File: config.mk
export PLATFORM = sky130hd
export DESIGN_NAME = cla_nibble_serial_adder
export DESIGN_NICKNAME = d
export VERILOG_FILES = /design/src/rtl/cla_nibble_serial_adder.sv
export SDC_FILE = /design/constraint.sdc
export NUM_CORES = 1
export LEC_CHECK = 0
export CORE_MARGIN = 3
export CORE_UTILIZATION = 51
export DETAILED_ROUTE_END_ITERATION = 6
export GPL_ROUTABILITY_DRIVEN = 0
export HOLD_SLACK_MARGIN = 0.12
export PLACE_DENSITY = 0.91
export SLEW_MARGIN = 10
export SYNTH_ARGS = -nofsm -noshare
export SYNTH_HDL_FRONTEND = slang
export SYNTH_SLANG_ARGS = --single-unit
File: constraint.sdc
create_clock -name clk -period 2.8 [get_ports clk]
set_input_delay 0.42 -clock clk [delete_from_list [all_inputs] [get_ports clk]]
set_output_delay 0.42 -clock clk [all_outputs]
set_load 0.05 [all_outputs]
File: src/rtl/cla_nibble_serial_adder.sv
// Nibble-serial wide adder/subtractor built around one 4-bit carry-look-ahead
// slice. Operands are latched on accept, one nibble is summed per clock, and the
// slice carry is registered between nibbles.

// 4-bit carry-look-ahead slice: all carries computed directly from g/p terms.
module cla_4b (
  input  logic [3:0] a,
  input  logic [3:0] b,
  input  logic       c_in,
  output logic [3:0] sum,
  output logic       c_out
);

  logic [3:0] w_g;
  logic [3:0] w_p;
  logic [4:0] w_c;

  // Generate/propagate terms and flattened look-ahead carries.
  always_comb begin
    w_g    = a & b;
    w_p    = a ^ b;
    w_c[0] = c_in;
    w_c[1] = w_g[0] | (w_p[0] & c_in);
    w_c[2] = w_g[1] | (w_p[1] & w_g[0]) | (w_p[1] & w_p[0] & c_in);
    w_c[3] = w_g[2] | (w_p[2] & w_g[1]) | (w_p[2] & w_p[1] & w_g[0])
           | (w_p[2] & w_p[1] & w_p[0] & c_in);
    w_c[4] = w_g[3] | (w_p[3] & w_g[2]) | (w_p[3] & w_p[2] & w_g[1])
           | (w_p[3] & w_p[2] & w_p[1] & w_g[0]) | (&w_p & c_in);
  end

  assign sum   = w_p ^ w_c[3:0];
  assign c_out = w_c[4];

endmodule

module cla_nibble_serial_adder #(
  parameter int unsigned WIDTH = 16
) (
  input  logic             clk,
  input  logic             rst,
  input  logic             in_valid,
  output logic             in_ready,
  input  logic [WIDTH-1:0] a,
  input  logic [WIDTH-1:0] b,
  input  logic             c_in,
  input  logic             op_sub,
  output logic             out_valid,
  input  logic             out_ready,
  output logic [WIDTH-1:0] sum,
  output logic             c_out,
  output logic             overflow
);

  localparam int unsigned N  = WIDTH / 4;
  localparam int unsigned KW = (N > 1) ? $clog2(N) : 1;

  typedef enum logic [1:0] {StIdle, StRun, StDone} state_e;

  state_e           r_state, w_state_next;
  logic [KW-1:0]    r_k, w_k_next;
  logic [WIDTH-1:0] r_a, r_b, r_sum;
  logic             r_carry;

  logic [KW+1:0]    w_shamt;
  logic [WIDTH-1:0] w_a_sh, w_b_sh, w_sum_next;
  logic [3:0]       w_nib_sum;
  logic             w_nib_cout;
  logic             w_last;

  // Current nibble of the latched operands, selected by the nibble counter.
  always_comb begin
    w_shamt = {r_k, 2'b00};
    w_a_sh  = r_a >> w_shamt;
    w_b_sh  = r_b >> w_shamt;
    w_last  = (r_k == KW'(N - 1));
  end

  cla_4b u_cla (
    .a     (w_a_sh[3:0]),
    .b     (w_b_sh[3:0]),
    .c_in  (r_carry),
    .sum   (w_nib_sum),
    .c_out (w_nib_cout)
  );

  // Splice the slice sum into nibble k of the running result.
  always_comb begin
    w_sum_next = (r_sum & ~(WIDTH'(4'hF) << w_shamt)) | (WIDTH'(w_nib_sum) << w_shamt);
  end

  // State and nibble counter register.
  always_ff @(posedge clk or posedge rst) begin
    if (rst) begin
      r_state <= StIdle;
      r_k     <= '0;
    end else begin
      r_state <= w_state_next;
      r_k     <= w_k_next;
    end
  end

  // Next-state logic; k saturates at N-1 on the final RUN edge.
  always_comb begin
    w_state_next = r_state;
    w_k_next     = r_k;
    unique case (r_state)
      StIdle: begin
        if (in_valid) begin
          w_state_next = StRun;
          w_k_next     = '0;
        end
      end
      StRun: begin
        if (w_last) w_state_next = StDone;
        else        w_k_next     = r_k + 1'b1;
      end
      StDone: begin
        if (out_ready) w_state_next = StIdle;
      end
      default: w_state_next = StIdle;
    endcase
  end

  // Operand latch on accept; per-nibble sum and carry update while running.
  always_ff @(posedge clk or posedge rst) begin
    if (rst) begin
      r_a     <= '0;
      r_b     <= '0;
      r_sum   <= '0;
      r_carry <= 1'b0;
    end else if (r_state == StIdle && in_valid) begin
      r_a     <= a;
      r_b     <= op_sub ? ~b : b;
      r_carry <= op_sub ? 1'b1 : c_in;
    end else if (r_state == StRun) begin
      r_sum   <= w_sum_next;
      r_carry <= w_nib_cout;
    end
  end

  // Outputs come straight from registers so they hold under backpressure.
  always_comb begin
    in_ready  = (r_state == StIdle);
    out_valid = (r_state == StDone);
    sum       = r_sum;
    c_out     = r_carry;
    overflow  = (r_a[WIDTH-1] == r_b[WIDTH-1]) && (r_sum[WIDTH-1] != r_a[WIDTH-1]);
  end

endmodule
* Word-level counts from Yosys, hierarchy flattened
Index checks and enable logic that the tools add are counted.
** Word-level totals
- Latch bits :: 0
- Input port bits :: 38
- ROM bits :: 0
- Bits in writable memories :: 0
- Memories :: 0
- Register bits :: 53
- Output and inout bits :: 20
- Logic and storage cells :: 73
** Cells by class
- Reduce and logical (&&, ||, !) cells :: 9
- Mux-type cells :: 11
- Add/subtract/negate cells :: 1
- Bitwise logic cells :: 33
- Div/mod/pow operators :: 0
- $mul :: 0
- Equal/unequal tests :: 9
- $lt $le $gt $ge :: 0
- Shifts and indexed selects :: 4
** Operators with widths (count)
- $not A16 Y16 :: 2
- $shr A16 B4 Y4 :: 2
- $and A16 B16 Y16 :: 1
- $mux W16 :: 1
- $or A16 B16 Y16 :: 1
- $shl A4 B4 Y16 :: 1
- $shl A4 B4 Y16 const A :: 1
- $and A1 B1 Y1 :: 15
- $mux W2 :: 5
- $or A1 B1 Y1 :: 10
- $xor A4 B4 Y4 :: 2
- $ne A2 B2 Y1 const B :: 3
- $pmux W2 S3 :: 1
- $reduce_and A3 Y1 :: 2
- $and A4 B4 Y4 :: 1
- $eq A2 B2 Y1 const B :: 2
- $pmux W2 S2 :: 1
- $reduce_and A4 Y1 :: 1
- $reduce_bool A2 Y1 :: 2
- $mux W1 :: 3
- $add A2 B1 Y2 const B :: 1
- $eq A2 B1 Y1 const B :: 1
- $logic_and A1 B1 Y1 :: 2
- $logic_not A2 Y1 :: 1
- 5 further kinds :: 5

* Logic depth before layout (Yosys ltp)
- Depth in word-level cells :: 9
- Mapped depth :: 7
- Depth with buffers taken out :: 5

* Modules after synthesis
Synthesis repeated with hierarchy kept, for this count alone.
** Second synthesis, totals
- Cells, all modules :: 207
- Area total of the unflattened synthesis :: 2585.0 um^2
** By module, submodules not included
- cla_nibble_serial_adder :: instances 1, area an instance 2437.3 um^2, seq. area each 1326.3 um^2, cells each 190
- cla_4b :: instances 1, area an instance 147.6 um^2, seq. area each 0.0 um^2, cells each 17

* Worst setup path before layout
No wires, ideal clock.
- Path type :: register -> register
- From :: register r_k[0]
- To :: register r_sum[11], in the netlist sum[11]
- Setup time :: 140 ps
- Data arrival time :: 2343 ps
- Cell stages (with the launch flop) :: 7
- Clock period less this slack :: 2483 ps
- Slack :: 317 ps
- Required time :: 2660 ps
- Path buffers :: 1
- Cell sequence :: dfrtp_1 > buf_2 > mux4_2 > ha_1 > a21o_1 > a311oi_1 > o31ai_1
** Between the ends
- Longest elaborated chain between the ends :: 9
- Elaborated cells on any way between the ends :: 18
- Classes of those cells :: shift (4); bitwise (14)
** RTL lines
- from (decl) :: line 60 : logic [KW-1:0] r_k, w_k_next;
- from (signal assigned) :: line 98 : r_k <= w_k_next;
- $shr A16 B4 Y4, on equally long branches :: line 73, 74
- $xor A4 B4 Y4 / $and A4 B4 Y4 (equally long branches) :: line 21, 20
- $and A1 B1 Y1, on equally long branches :: line 25, 26
- $or A1 B1 Y1 (tied with other cells) :: line 25 : w_c[3] = w_g[2] | (w_p[2] & w_g[1]) | (w_p[2] & w_p[1] & w_g[0])
- $or A1 B1 Y1 / $and A1 B1 Y1 (equally long branches) :: line 25, 26
- $or A1 B1 Y1 :: line 26 : | (w_p[2] & w_p[1] & w_p[0] & c_in);
- $xor A4 B4 Y4 :: line 31 : assign sum = w_p ^ w_c[3:0];
- $shl A4 B4 Y16 :: line 88 : w_sum_next = (r_sum & ~(WIDTH'(4'hF) << w_shamt)) | (WIDTH'(w_nib_sum) << w_shamt);
- $or A16 B16 Y16 * :: line 88
- to (signal assigned) :: line 136 : r_sum <= w_sum_next;
- to (decl) :: line 61 : logic [WIDTH-1:0] r_a, r_b, r_sum;
Every way passes the cells marked *; elsewhere a longest branch is shown, timed or not.
A chain may end at the register's enable or synchronous reset.

* Worst setup path after layout
- From :: register r_k[1]
- To :: register r_sum[11], in the netlist sum[11]
The elaborated chain is that of the path after synthesis.

==> results.json <==
{
  "synth_warnings": 0,
  "crit_path_end_kind": "flip-flop",
  "seqPwrFrac_pct": 31.0,
  "setup_viol": 0,
  "slew_viol_final": 0,
  "setup.worst_path.class": "flip-flop to flip-flop",
  "ant_nets": 0,
  "htree_levels": 2,
  "antenna_found_initial": 0,
  "fin_skew_ns": 0.0115,
  "synthTopCellsByArea": "dfrtp_1 49%, mux2_2 6.7%, mux4_2 6.7%",
  "drt_pass1_iterations": 5,
  "setup_tns_ns": 0,
  "synth.area.mux_share_pct": 13.8,
  "holdWs_ns": 0.469,
  "avgSynthCellArea_sq_um": 12.0,
  "yosys.area_share.simple_pct": 9.64,
  "first_global_vias": 1964,
  "status": "completed",
  "cts.sinks": 53,
  "comb_power_share_pct": 57.9,
  "cts_tree": "done",
  "synth_compound_area_share_pct": 12.5,
  "die_h_um": 78.6,
  "period_minus_slack_ns": 2.58,
  "grt-ovfl-total": 0,
  "r2r_slack_ns": 0.22,
  "drc": 0,
  "synth-adder-area-share_pct": 4.94,
  "track_usage_pct": 19.4,
  "ctsLongestPathBuffers": 2,
  "hp-class": "input pin to async pin",
  "synth.distinct_cells": 33,
  "clk_pin_slew_ns": 0.10,
  "clock_insertion_delay_worst_skew_ns": 0.31,
  "synth_largest_area_cell": "dfrtp_1",
  "p_per_area_nw_per_um2": 1410,
  "pre_cts_slack_ns": 0.101,
  "rsz0062_at_grt": "false",
  "fin_cells": 347,
  "finalHoldViolCount": 0,
  "drt_wl_total_um": 5460,
  "post_cts_resized": 0,
  "cts_setup_buffers": 0,
  "drtIter0Drc": 146,
  "rows": 25,
  "p_sw_mw": 2.17,
  "synth_top_family_by_area": "multiplexers",
  "fmax_mhz": 388,
  "grt_pass1_wl_um": 9320,
  "synthCells": 224,
  "syn_nets": 272,
  "synthArstFlopShare_pct": 100,
  "cts_made_buffers": 5,
  "die_w_um": 78.6,
  "port_buffers": 57,
  "p_leak_nw": 1.40,
  "num_antenna_cells": 0,
  "cap_violations": 0,
  "nets": 327,
  "ys_ff_latch": 53,
  "maxSlewHeadroom_pct": 40.4,
  "final_layout_size_suffix_gt1_share_pct": 14.6,
  "synth-xor-area-share_pct": 5.54,
  "dieArea_sq_um": 6170,
  "core_sq_um": 4910,
  "drt-vias-per-instance": 5.40,
  "ctsHoldBuffers": 0,
  "area_growth_pct": 28.0,
  "switching_share_pct": 44.9,
  "finalCritPeriodShare_pct": 92.0,
  "synth_area_sq_um": 2690,
  "fin_ws_ns": 0.223,
  "startpoint_type": "flip-flop",
  "place_inst": 339,
  "crit_arrival_ns": 2.76,
  "synth_top_area_share_pct": 49.4,
  "initial_core_util_pct": 54.7,
  "hpwl_um": 4190,
  "internal_power_mw": 2.66,
  "num_vias": 1875,
  "avgRoutedWirePerCell_um": 15.7,
  "synth_seq_area_share_pct": 49.4,
  "worst_pin_slew_ns": 0.891,
  "irDropWorstVdd_mv": 0.622,
  "cp.required_ns": 2.98,
  "crit_path_max_fanout": 16,
  "io_pins": 58,
  "clock_power_share_pct": 11.1,
  "synth-main-ff-cell": "dfrtp_1",
  "synth_edf_count": 0,
  "total_power_mw": 4.84,
  "grt_max_degree": 54,
  "ctsRootBufferMaster": "clkbuf_8"
}
state kept, by name, indices dropped and copies added, names as in the netlist:
| register | cells |
|---|---|
| r_state | 2 |
| sum | 16 |
| c_out | 1 |
| r_k | 2 |
| r_a | 16 |
| r_b | 16 |
path summary, 6_finish.rpt:
path / cells past startpoint / from / endpoint
setup / recovery: 5 / r_k[1] / sum[11]
hold / removal: 3 / rst / sum[2]
setup reg to reg: 5 / r_k[1] / sum[11]
hold reg to reg: 2 / sum[6] / sum[6]
max in group asynchronous: 3 / rst / r_k[0]
min in group clk: 2 / sum[6] / sum[6]
layer usage:
layer  track usage (%)  up-vias  share of wire (%)
met5                 0        -                  0
met4              4.72        0                1.3
met1              24.0      901                 42
li1                  -      908                  -
met3              4.13        6                5.4
met2              34.6       60                 51
logic make-up (layout without fill, tap and decap cells):
kind of cell             after synthesis  after routing
multiplexers                          25             25
XOR/XNOR                              17             17
adder cells (fa/ha/maj)               10             10
AO/OA/AOI/OAI                         49             49
AND/OR/NAND/NOR                       46             46
buffers and inverters                 24             80
flip-flops                            53             53
critical path, stage by stage, from the launching register on:
cell and delay [ns]:
dfrtp_1 0.71, mux4_2 0.40, ha_1 0.43, a21o_1 0.23
a311oi_1 0.50, o31ai_1 0.17
area by class of cell:
cell class	count	area, sq um
Tap cell	67	83.8
Sequential cell	53	1330
Clock inverter	1	30.0
Timing Repair Buffer	60	618
Fill cell	368	1470
Inverter	12	45.0
Multi-Input combinational cell	147	1250
Clock buffer	7	86.3
synth_stat cells (all sizes together), types with 2 or more instances:
master	count
a21o	2
a21oi	17
a22o	10
and4bb	2
buf	12
dfrtp	53
ha	9
inv	12
mux2	17
mux4	8
nand2	11
nand2b	4
nand3b	4
nor2	20
nor3b	2
o2111ai	4
o211ai	4
o21ai	4
o31ai	4
xnor2	16
per-stage QoR:
step	util [%]	cell area, sq um
5_1_grt	70.0	3440
2_1_floorplan	-	2690
4_1_cts	70.0	3440
6_report	70.0	3440
3_3_place_gp	67.6	3320
3_5_place_dp	67.6	3320
power groups by stage:
stage	clock, mW	sequential (mW)	combinational (mW)
5_1_grt	0.578	1.55	3.06
4_1_cts	0.540	1.50	2.80
3_5_place_dp	0	1.52	2.79
2_1_floorplan	0	1.74	1.80
6_report	0.535	1.50	2.80
3_3_place_gp	0	1.49	2.68
layout by cell type (no fill, tap or decap), types with 2 or more instances in the layout:
cell type        instances
and4bb_2                 2
o211ai_1                 4
a21o_1                   2
inv_1                   11
clkdlybuf4s50_1         57
nand3b_1                 4
o21ai_0                  4
dfrtp_1                 52
ha_1                     9
clkbuf_8                 6
a21oi_1                 17
nand2b_1                 4
nor2_1                  20
mux2_2                  16
o2111ai_1                4
o31ai_1                  4
xnor2_1                 16
nand2_1                 11
a22o_1                  10
mux4_2                   8
buf_12                   2
Power figures use the tool's default switching activity.
